<file path="src/rtl/rv_pkg.sv">
// Shared register-file writeback types: widths, the x0 constant and the
// buffered load-return entry.
package rv_pkg;
  localparam int XLEN       = 32;
  localparam int REG_ADDR_W = 5;
  localparam int REG_COUNT  = 32;
  localparam logic [REG_ADDR_W-1:0] X0 = 5'd0;

  typedef struct packed {
    logic [REG_ADDR_W-1:0] rd;
    logic [XLEN-1:0]       wd;
  } wb_entry;

  localparam int ENTRY_W = $bits(wb_entry);
endpackage

</file>
<file path="src/rtl/wb_fifo.sv">
// Load-return buffer: synchronous FIFO of writeback entries. Pointers carry an
// extra wrap bit so full and empty are told apart without a counter.
module wb_fifo
  import rv_pkg::*;
#(
  parameter int DEPTH = 2
) (
  input  logic               clk,
  input  logic               rst_n,
  input  logic               push,
  input  logic [ENTRY_W-1:0] push_data,
  input  logic               pop,
  output logic               full,
  output logic               empty,
  output logic [ENTRY_W-1:0] head
);
  localparam int AW = $clog2(DEPTH);

  logic [AW:0]        wr_ptr;
  logic [AW:0]        rd_ptr;
  logic [ENTRY_W-1:0] mem [DEPTH];

  assign empty = (wr_ptr == rd_ptr);
  assign full  = (wr_ptr[AW] != rd_ptr[AW]) && (wr_ptr[AW-1:0] == rd_ptr[AW-1:0]);
  assign head  = mem[rd_ptr[AW-1:0]];

  always_ff @(posedge clk or negedge rst_n) begin
    if (!rst_n) begin
      wr_ptr <= '0;
      rd_ptr <= '0;
    end else begin
      if (push && !full) wr_ptr <= wr_ptr + 1'b1;
      if (pop && !empty) rd_ptr <= rd_ptr + 1'b1;
    end
  end

  // Storage needs no reset: an entry is only visible once the write pointer passes it.
  always_ff @(posedge clk) begin
    if (push && !full) mem[wr_ptr[AW-1:0]] <= push_data;
  end
endmodule

</file>
<file path="src/rtl/regfile_wb_scheduler.sv">
// Shares the register-file write port between in-order execute results and
// late load returns, and tracks registers still waiting on a load.
module regfile_wb_scheduler #(
  parameter int XLEN     = rv_pkg::XLEN,
  parameter int LD_DEPTH = 2
) (
  input  logic            clk,
  input  logic            rst_n,
  input  logic            ex_we,
  input  logic [4:0]      ex_rd,
  input  logic [XLEN-1:0] ex_wd,
  input  logic            ld_issue,
  input  logic [4:0]      ld_issue_rd,
  input  logic            ld_valid,
  input  logic [4:0]      ld_rd,
  input  logic [XLEN-1:0] ld_wd,
  output logic            ld_ready,
  input  logic [4:0]      id_rs1,
  input  logic [4:0]      id_rs2,
  input  logic [4:0]      id_rd,
  input  logic            id_we,
  output logic            hazard_stall,
  output logic            rf_we,
  output logic [4:0]      rf_addr,
  output logic [XLEN-1:0] rf_wd,
  output logic [31:0]     busy
);
  import rv_pkg::*;

  // Load return handshake: a beat transfers when ld_valid && ld_ready. ld_ready
  // is simply "buffer not full", so a pop in a full cycle does not free a slot
  // for the same cycle; the cache holds ld_* stable until the transfer.

  logic                 ex_req;
  logic                 fifo_full;
  logic                 fifo_empty;
  logic                 fifo_push;
  logic                 fifo_pop;
  logic                 bypass;
  logic [ENTRY_W-1:0]   head_bits;
  wb_entry              head;
  wb_entry              push_entry;
  logic [REG_COUNT-1:0] busy_q;
  logic [REG_COUNT-1:0] set_mask;
  logic [REG_COUNT-1:0] clr_mask;

  assign ex_req        = ex_we && (ex_rd != X0);
  assign ld_ready      = !fifo_full;
  assign head          = wb_entry'(head_bits);
  assign push_entry.rd = ld_rd;
  assign push_entry.wd = ld_wd;

  // Fixed priority: execute, then buffered loads, then a zero-latency bypass.
  always_comb begin
    rf_we    = 1'b0;
    rf_addr  = X0;
    rf_wd    = '0;
    fifo_pop = 1'b0;
    bypass   = 1'b0;
    clr_mask = '0;
    if (rst_n) begin
      if (ex_req) begin
        rf_we   = 1'b1;
        rf_addr = ex_rd;
        rf_wd   = ex_wd;
      end else if (!fifo_empty) begin
        rf_we            = 1'b1;
        rf_addr          = head.rd;
        rf_wd            = head.wd;
        fifo_pop         = 1'b1;
        clr_mask[head.rd] = 1'b1;
      end else if (ld_valid && ld_ready && (ld_rd != X0)) begin
        rf_we           = 1'b1;
        rf_addr         = ld_rd;
        rf_wd           = ld_wd;
        bypass          = 1'b1;
        clr_mask[ld_rd] = 1'b1;
      end
    end
  end

  // Loads to x0 are accepted but dropped here.
  assign fifo_push = ld_valid && ld_ready && (ld_rd != X0) && !bypass;

  always_comb begin
    set_mask = '0;
    if (ld_issue && (ld_issue_rd != X0)) set_mask[ld_issue_rd] = 1'b1;
  end

  // Set is applied after clear so a same-cycle reissue keeps the register busy.
  always_ff @(posedge clk or negedge rst_n) begin
    if (!rst_n) begin
      busy_q <= '0;
    end else begin
      busy_q <= ((busy_q & ~clr_mask) | set_mask) & {{(REG_COUNT-1){1'b1}}, 1'b0};
    end
  end

  assign busy = busy_q;

  assign hazard_stall = ((id_rs1 != X0) && busy_q[id_rs1])
                     || ((id_rs2 != X0) && busy_q[id_rs2])
                     || (id_we && (id_rd != X0) && busy_q[id_rd]);

  wb_fifo #(
    .DEPTH(LD_DEPTH)
  ) u_ld_buf (
    .clk      (clk),
    .rst_n    (rst_n),
    .push     (fifo_push),
    .push_data(push_entry),
    .pop      (fifo_pop),
    .full     (fifo_full),
    .empty    (fifo_empty),
    .head     (head_bits)
  );
endmodule

</file>
<file path="config.mk">
export PLATFORM = sky130hd
export DESIGN_NAME = regfile_wb_scheduler
export DESIGN_NICKNAME = d
export VERILOG_FILES = /design/src/rtl/rv_pkg.sv /design/src/rtl/wb_fifo.sv /design/src/rtl/regfile_wb_scheduler.sv
export SDC_FILE = /design/constraint.sdc
export NUM_CORES = 1
export LEC_CHECK = 0
export CAP_MARGIN = 40
export CORE_MARGIN = 1
export CORE_UTILIZATION = 49
export CTS_BUF_LIST = sky130_fd_sc_hd__clkbuf_16
export DETAILED_ROUTE_END_ITERATION = 7
export PLACE_DENSITY = 0.81
export SLEW_MARGIN = 20
export SYNTH_ARGS = -nofsm -noshare
export SYNTH_HDL_FRONTEND = slang
export SYNTH_SLANG_ARGS = --single-unit
</file>
<file path="constraint.sdc">
create_clock -name clk -period 3.7 [get_ports clk]
set_input_delay 0.74 -clock clk [delete_from_list [all_inputs] [get_ports clk]]
set_output_delay 0.74 -clock clk [all_outputs]
set_load 0.01 [all_outputs]
</file>
==> run summary, run 1 <==
The flow ran to the end, and the final reports show no timing, DRC or antenna violations. The share of cells above drive strength 1 is 20.0%. The area share of the largest cell type after synthesis is 35.8%.

The post-detailed-route wirelength per cell came out at 22.2 um. Registers take 3100 um2. The switching power came out at 2.49 mW. The xor/xnor share of the synthesized area is 0.848%. The largest net degree at the start of global routing came out at 49.

The number of global-route vias before repair came to 5768. The internal power of the cells totals 3.74 mW. The max-slew violation total from the final report was 0. After global routing the overflow that remains totals 0. Setup violations remaining at the end of the flow were counted as 0. Along the worst path, the maximum fanout reaches 16. The worst setup path is captured at an output pin. Clock-pin slew was measured on the worst setup and hold paths at 0.07 ns. In this run the static leakage power is 3.15 nW.

The number of buffers inserted by port buffering is 170. Measured against the total synthesized area, the mux share comes to 15.6%. Summing all non-filler instances in the final layout gives an area of 8600 um2.

The buffer count from post-CTS setup fixing is 0. The count of warnings emitted by yosys came out at 0. The average size of a mapped cell is 11.6 um2.

The relative area change from synthesis to final layout came out at 38.8%. In the routed design, unresolved DRC markers number 0. The clock tree from TritonCTS is done. The synthesized instance count is 536.

After synthesis, the largest family of logic cells by area is compound AO/OA/AOI/OAI gates. The cell area after synthesis came out at 6200 um2. The critical path in this run is classified as in -> out. The number of enable flip-flop cells after synthesis came out at 74.

The tree is rooted in a sky130_fd_sc_hd__clkbuf_16. The number of distinct library cells after synthesis is 60. The final critical path takes up 98.9% of the cycle.

The portion of total power attributed to sequential cells is 36.8%. The final antenna diode count came out at 0. The switching power as a share of total power is 40.0%. For this configuration, the core starts out at a cell density of 51.0%. Setup slack on the worst reg-to-reg path comes out at 1.06 ns.

The latest clock arrival within the worst-skew pair is 0.36 ns. The highest clock frequency the design can meet came out at 0.273 GHz. The number of inserted filler cells in the final layout came out at 920.

The number of primary I/O pins is 172. The register area share after synthesis is 50.0%. The final net count came out at 815. The detailed-placement wirelength estimate is 13800 um.

The total power after layout came out at 6.23 mW. The worst hold margin is 0.296 ns. After detailed placement, the total cell area comes to 8270 um2. The data required time of the worst path is 2.96 ns.

Summed over all layers, the routed wires come to 19700 um. The initial antenna violation count came out at 0. Headroom to the max-slew limit came out at 55.1%. The summed negative setup slack over all endpoints came out at 0 ns. The global placer's final weighted congestion is 0.917.

Among all flip-flop cells after synthesis, the most frequent one is sky130_fd_sc_hd__edfxtp_1. The startpoint type of the worst setup path is an input pin. The total of flip-flops plus latches after synthesis is 109.

The share of the synthesized area in compound gates (AO/OA/AOI/OAI) came out at 16.3%. Summing the areas of all fa, ha and maj instances in the mapped netlist gives 0% of the synthesized area. The number of nets in the synthesized netlist came out at 636. The wire length of the first global-routing pass is 30200 um.

Of the total power, the clock network draws 14.7%. The tightest min-delay check is of the in -> async type. The CTS sink count is 109. The cell accounting for the most synthesized area is sky130_fd_sc_hd__edfxtp_1. The multi-input gate area in the final layout came out at 2980 um2. The number of buffers inserted for hold repair after clock tree synthesis is 0.

Data arrives at the worst endpoint at 2.92 ns. The total area inside the core boundary comes to 12200 um2. The power share of the combinational group is 48.5%. The floorplan step defined a die boundary enclosing 13100 um2. The clock passes through at most 2 buffers. The first routing iteration left 511 violations. The maximum vdd ir drop is 0.487 mV. The number of cells on the worst reg-to-reg path is 8. The area fraction in and, or, nand and nor cells after synthesis came out at 13.6%.

The async set-or-reset flop fraction in the synthesized netlist is 32.1%. At the pin with the least slew margin, the transition time is 0.673 ns. The total vias in the final route is 5722. The worst setup timing slack at the placement stage is -0.186 ns. The number of cells after detailed placement came out at 871.

Setup repair after global routing could not meet its margin everywhere. The number of nets still failing antenna checks after routing is 0. Max-cap violations in this run came to 0. Using the TritonRoute via totals, the vias-per-cell ratio works out to 6.44. In the post-synthesis netlist, the biggest area contributors are sky130_fd_sc_hd__edfxtp_1 36%, sky130_fd_sc_hd__dfrtp_1 14%, sky130_fd_sc_hd__mux2_2 7.3%, sky130_fd_sc_hd__mux4_2 5.4%, sky130_fd_sc_hd__a221oi_1 5.1%.

The first-pass iteration count of the detailed router came out at 5. The die width came out at 114 um. The number of rows in the core area is 40. The post-layout worst setup margin came out at 0.0415 ns. The worst setup skew after layout is 0.0109 ns. The count of cells in the finished layout, fillers not included, comes to 888. The shortest period the worst path allows is 3.66 ns. The power density over the cells came out at 724 nW/um2.

The total clock buffers created by CTS is 9. The y dimension of the die is 114 um. The H-tree depth is 3.

The hold violation count in the final report is 0. The all-layer global routing usage came out at 30.6%. The final cell utilization of the core came out at 70.7%.
path summary, 6_finish.rpt:
kind | endpoint | start
hold / removal | u_ld_buf.rd_ptr[1] | rst_n
min in group clk | u_ld_buf.wr_ptr[1] | u_ld_buf.wr_ptr[1]
hold reg to reg | u_ld_buf.wr_ptr[1] | u_ld_buf.wr_ptr[1]
setup reg to reg | busy[3] | u_ld_buf.wr_ptr[0]
setup / recovery | rf_wd[18] | ex_rd[0]
max in group asynchronous | busy[21] | rst_n
power groups by stage:
stage	combinational (mW)	sequential, mW	clock, mW
CTS	2.97	2.26	0.913
detailed placement	2.97	2.28	0
global route	3.24	2.31	0.957
global placement	2.90	2.26	0
floorplan	1.66	2.14	0
finish	3.02	2.29	0.913
kinds of logic after synthesis:
family          Yosys count
compound gates          132
xor+xnor                  6
buf+inv                  50
flops                   109
mux                      73
other cells               1
simple gates            165
final cells by class:
cell class | instances | area share [%]
clock buffers | 9 | 2.62
clock inverters | 7 | 0.582
inverters | 9 | 0.393
multi-input cells | 377 | 34.7
flip-flops and latches | 109 | 36.0
well taps | 168 | 2.44
repair buffers | 209 | 23.3
cells in the final DEF (no fill, tap or decap), types with 3 or more instances in the layout:
| master | n |
|---|---|
| sky130_fd_sc_hd__or3_1 | 4 |
| sky130_fd_sc_hd__nor3_1 | 47 |
| sky130_fd_sc_hd__mux2_2 | 40 |
| sky130_fd_sc_hd__buf_12 | 4 |
| sky130_fd_sc_hd__buf_6 | 3 |
| sky130_fd_sc_hd__a21oi_1 | 4 |
| sky130_fd_sc_hd__buf_4 | 31 |
| sky130_fd_sc_hd__a221oi_1 | 22 |
| sky130_fd_sc_hd__dlygate4sd2_1 | 28 |
| sky130_fd_sc_hd__xor2_1 | 4 |
| sky130_fd_sc_hd__clkbuf_16 | 9 |
| sky130_fd_sc_hd__nand4_1 | 14 |
| sky130_fd_sc_hd__a2111oi_0 | 3 |
| sky130_fd_sc_hd__nor4_1 | 3 |
| sky130_fd_sc_hd__nand3b_1 | 3 |
| sky130_fd_sc_hd__nor2b_1 | 9 |
| sky130_fd_sc_hd__nand3_1 | 8 |
| sky130_fd_sc_hd__mux4_2 | 15 |
| sky130_fd_sc_hd__clkdlybuf4s50_1 | 129 |
| sky130_fd_sc_hd__dfrtp_1 | 34 |
| sky130_fd_sc_hd__edfxtp_1 | 74 |
| sky130_fd_sc_hd__clkbuf_2 | 8 |
| sky130_fd_sc_hd__o21ai_0 | 34 |
| sky130_fd_sc_hd__dlymetal6s2s_1 | 3 |
| sky130_fd_sc_hd__a221oi_2 | 14 |
| sky130_fd_sc_hd__o221ai_1 | 23 |
| sky130_fd_sc_hd__o22ai_1 | 11 |
| sky130_fd_sc_hd__nor2_1 | 42 |
| sky130_fd_sc_hd__mux2i_1 | 18 |
| sky130_fd_sc_hd__nor3b_1 | 3 |
| sky130_fd_sc_hd__nand2_1 | 14 |
| sky130_fd_sc_hd__inv_1 | 9 |
| sky130_fd_sc_hd__nand2b_1 | 8 |
state kept, by name (all words and copies together), names as in the netlist:
name and count:
u_ld_buf.mem 74, busy 31, u_ld_buf.rd_ptr 2, u_ld_buf.wr_ptr 2
synthesized netlist by cell type, drive strengths merged (3+ instances only):
cell type / number
a2111oi: 4
a21oi: 4
a221oi: 36
buf: 20
clkbuf: 21
dfrtp: 35
edfxtp: 74
inv: 9
mux2: 40
mux2i: 18
mux4: 15
nand2: 15
nand2b: 8
nand3: 8
nand3b: 3
nand4: 14
nor2: 42
nor2b: 10
nor3: 47
nor3b: 3
nor4: 3
o21ai: 37
o221ai: 23
o22ai: 11
or3: 4
xor2: 4
critical path, stage by stage:
cell,delay (ns)
sky130_fd_sc_hd__clkdlybuf4s50_1,0.44
sky130_fd_sc_hd__or4_4,0.55
sky130_fd_sc_hd__buf_4,0.16
sky130_fd_sc_hd__o21ai_4,0.26
sky130_fd_sc_hd__buf_12,0.19
sky130_fd_sc_hd__nor2_1,0.07
sky130_fd_sc_hd__nor3_1,0.20
sky130_fd_sc_hd__dlygate4sd2_1,0.30
routing by layer:
layer,track usage (%),vias to the layer above,part of all wire (%)
met3,6.78,73,8.2
met2,50.2,323,49
li1,-,2526,-
met1,39.0,2800,40
met4,13.6,0,3.6
met5,0,-,0
what timing repair did:
action / in CTS / in global routing
resized for setup: 47 / 34
gates cloned: 1 / 0
endpoints found under the setup margin: 38 / 22
pin swaps: 0 / 0
Note: power is estimated with default switching activity, not from simulation.
==> run 2: changes to the inputs <==
--- a/config.mk
+++ b/config.mk
@@ -6,11 +6,14 @@
 export NUM_CORES = 1
 export LEC_CHECK = 0
 export CAP_MARGIN = 40
+export CELL_PAD_IN_SITES_DETAIL_PLACEMENT = 0
+export CELL_PAD_IN_SITES_GLOBAL_PLACEMENT = 1
 export CORE_MARGIN = 1
-export CORE_UTILIZATION = 49
+export CORE_UTILIZATION = 50
 export CTS_BUF_LIST = sky130_fd_sc_hd__clkbuf_16
 export DETAILED_ROUTE_END_ITERATION = 7
-export PLACE_DENSITY = 0.81
+export DONT_BUFFER_PORTS = 1
+export PLACE_DENSITY_LB_ADDON = 0.1
 export SLEW_MARGIN = 20
 export SYNTH_ARGS = -nofsm -noshare
 export SYNTH_HDL_FRONTEND = slang
==> run 2 against run 1 <==
  * Combinational power is 32% lower
  * Critical endpoint unchanged
  * Global-route usage is 5.6 points lower
  * Fmax is 15% higher
  * Non-clock buffer count is 199 lower
  * Worst setup slack better by 0.49 ns
  * Utilization is 16 points lower
  * Final cell count is 22% lower
  * Critical path depth is 3 lower
  * Largest power group is now sequential cells
  * Clock power is 5.9% higher
  * Total power is 15% lower
  * Die area is 2.0% lower
==> run summary, run 2 (synthesis results as in run 1) <==
Commonest cells after routing, fill and taps aside: 74 x sky130_fd_sc_hd__edfxtp_1, 47 x sky130_fd_sc_hd__nor3_1, 42 x sky130_fd_sc_hd__nor2_1 (was 129 x sky130_fd_sc_hd__clkdlybuf4s50_1, 74 x sky130_fd_sc_hd__edfxtp_1, 47 x sky130_fd_sc_hd__nor3_1). The part of the cycle the worst path needs is 85.7% (was 98.9%). The max-slew violation total from the final report is 0 (unchanged). The worst hold margin came out at 0.0880 ns (was 0.296 ns). The total power after layout came out at 5.31 mW (was 6.23 mW). The number of rows in the core area is 40 (unchanged). The post-detailed-route wirelength per cell came out at 23.2 um (was 22.2 um). The largest net degree at the start of global routing is 53 (was 49).

Result of the run: finished clean (unchanged). The relative area change from synthesis to final layout is 6.82% (was 38.8%). The area after detailed placement is 6320 um2 (was 8270 um2). The switching power is 2.09 mW (was 2.49 mW). The category of the most critical setup path is reg -> out (was in -> out). The final net count came out at 616 (was 815). The via count normalized by instance count was 6.81 (was 6.44).

The power share of the combinational group came to 38.8% (was 48.5%). The overflow left after global routing came to 0 (unchanged). The standby leakage power was 2.18 nW (was 3.15 nW). The switching power as a share of total power came out at 39.3% (was 40.0%). The number of inserted filler cells in the final layout is 1051 (was 920).

The setup slack of the worst register-to-register path came to 1.15 ns (was 1.06 ns). The maximum vdd ir drop came out at 0.497 mV (was 0.487 mV). The number of buffers inserted by port buffering came out at 0 (was 170). The flip-flop count of the largest register, all copies and words added came to 74 (unchanged).

The area of the die came to 12800 um2 (was 13100 um2). The remaining routing DRC violations was 0 (unchanged). Cell-by-cell trace of the critical path: xor2_1 > or2_2 > buf_4 > a221oi_1 > nor3_1 (was clkdlybuf4s50_1 > or4_4 > buf_4 > o21ai_4 > buf_12 > nor2_1 > nor3_1 > dlygate4sd2_1). The hold violation count in the final report was 0 (unchanged). The latest clock arrival within the worst-skew pair came to 0.34 ns (was 0.36 ns). The highest clock frequency the design can meet is 0.315 GHz (was 0.273 GHz). The endpoint class of the critical path is an output pin (unchanged).

The startpoint type of the worst setup path is a register (was input pin). The share of cells above drive strength 1 is 17.7% (was 20.0%). The summed negative setup slack over all endpoints is 0 ns (unchanged). The portion of total power attributed to sequential cells is 43.0% (was 36.8%). The number of cells after detailed placement came out at 673 (was 871). The clock-pin slew on the worst setup and hold paths is 0.07 ns (about the same). The die width is 113 um (was 114 um). The max-capacitance violation count was 0 (unchanged).

The post-layout worst setup margin is 0.528 ns (was 0.0415 ns). RSZ-0062 raised after global routing: no (was yes). The shortest period the worst path allows is 3.17 ns (was 3.66 ns). The multi-input gate area in the final layout came out at 2890 um2 (was 2980 um2). The measured slew at the worst slew-check pin is 0.610 ns (was 0.673 ns). The first-pass iteration count of the detailed router is 6 (was 5). The arrival time of data at the critical path endpoint is 2.43 ns (was 2.92 ns). The total clock buffers created by CTS is 9 (unchanged). The maximum buffer depth of the clock tree came out at 2 (unchanged). The slowest cell on the critical path is sky130_fd_sc_hd__dfrtp_1 (was sky130_fd_sc_hd__or4_4). The power density over the cells came to 802 nW/um2 (was 724 nW/um2). The data required time of the worst path came out at 2.96 ns (about the same).

The top cell family by delay on the critical path is simple AND/OR/NAND/NOR gates (was buffers and inverters). The register cell area after layout is 3100 um2 (unchanged). The wire length of the first global-routing pass is 24700 um (was 30200 um). The internal portion of total power came out at 3.22 mW (was 3.74 mW). The global placer's final weighted congestion came out at 0.833 (was 0.917).

The portion of total power attributed to the clock network is 18.2% (was 14.7%). The final antenna diode count is 0 (unchanged). The class of the tightest hold or removal check is in -> async (unchanged).

The total buffers and inverters traversed by the critical path came out at 1 (was 4). The total length of routed wires is 16000 um (was 19700 um). The non-filler instance count after layout came out at 689 (was 888).

The buffer type at the clock tree root is sky130_fd_sc_hd__clkbuf_16 (unchanged). The largest stage delay on the critical path came out at 0.46 ns (was 0.55 ns). The leading cell type in the layout, fill and taps excluded is sky130_fd_sc_hd__edfxtp_1 (was sky130_fd_sc_hd__clkdlybuf4s50_1). The total vias in the final route came to 4691 (was 5722).

The number of cells upsized or downsized after cts came out at 0 (was 47). The top fanout value on the critical path was 23 (was 16). The final design area excluding fillers is 6620 um2 (was 8600 um2).

The number of buffers inserted for hold repair after clock tree synthesis came out at 0 (unchanged). The y dimension of the die was 113 um (was 114 um). The relative max-transition margin came out at 59.3% (was 55.1%). The number of global-route vias before repair came out at 4539 (was 5768). The worst setup timing slack at the placement stage is 0.651 ns (was -0.186 ns). The number of primary I/O pins came out at 172 (unchanged).

The initial antenna violation count came out at 0 (unchanged). The detailed-placement wirelength estimate is 11200 um (was 13800 um). The H-tree depth came out at 3 (unchanged). The core footprint is 12100 um2 (was 12200 um2). The CTS sink count is 109 (unchanged). The clock tree from TritonCTS is done (unchanged). The worst setup skew after layout came to 0.00684 ns (was 0.0109 ns).

The number of nets still failing antenna checks after routing was 0 (unchanged). The final number of setup-violating endpoints is 0 (unchanged). The all-layer global routing usage is 25.0% (was 30.6%). The initial standard-cell utilization of the core is 51.4% (was 51.0%).

The initial DRC count was 547 (was 511). The buffer count from post-CTS setup fixing is 0 (unchanged). The final cell utilization of the core is 54.9% (was 70.7%).
run 2: worst paths after layout:
kind / end / cells after the start / start
min reg2reg: u_ld_buf.rd_ptr[1] / 1 / u_ld_buf.rd_ptr[1]
min: busy[17] / 0 / rst_n
min in group clk: busy[1] / 1 / ld_issue_rd[4]
max reg2reg: u_ld_buf.mem[0][14] / 5 / u_ld_buf.wr_ptr[0]
max in group asynchronous: u_ld_buf.rd_ptr[0] / 0 / rst_n
max: rf_wd[18] / 5 / u_ld_buf.wr_ptr[0]
run 2: metal layers:
| metal | wire (um) | GRT usage [%] | up-vias | share of wire, % |
|---|---|---|---|---|
| li1 | - | - | 2114 | - |
| met4 | 143 | 6.32 | 0 | 0.90 |
| met3 | 1300 | 5.46 | 17 | 8.1 |
| met2 | 7790 | 41.1 | 233 | 49 |
| met1 | 6730 | 33.8 | 2327 | 42 |
| met5 | 0 | 0 | - | 0 |
run 2: final cells by class:
cell class / count / share of cell area [%]
Clock buffer: 9 / 3.40
Clock inverter: 7 / 1.11
Inverter: 9 / 0.510
Multi-Input combinational cell: 377 / 43.7
Sequential cell: 109 / 46.8
Tap cell: 168 / 3.17
Timing Repair Buffer: 10 / 1.32
run 2: power groups by stage:
stage                     combinational, mW  clock [mW]  sequential, mW
after floorplan                        1.66           0            2.14
after global placement                 2.02           0            2.28
after detailed placement               2.07           0            2.30
after CTS                              2.07       0.984            2.28
after global routing                   2.24        1.03            2.34
final                                  2.06       0.967            2.28
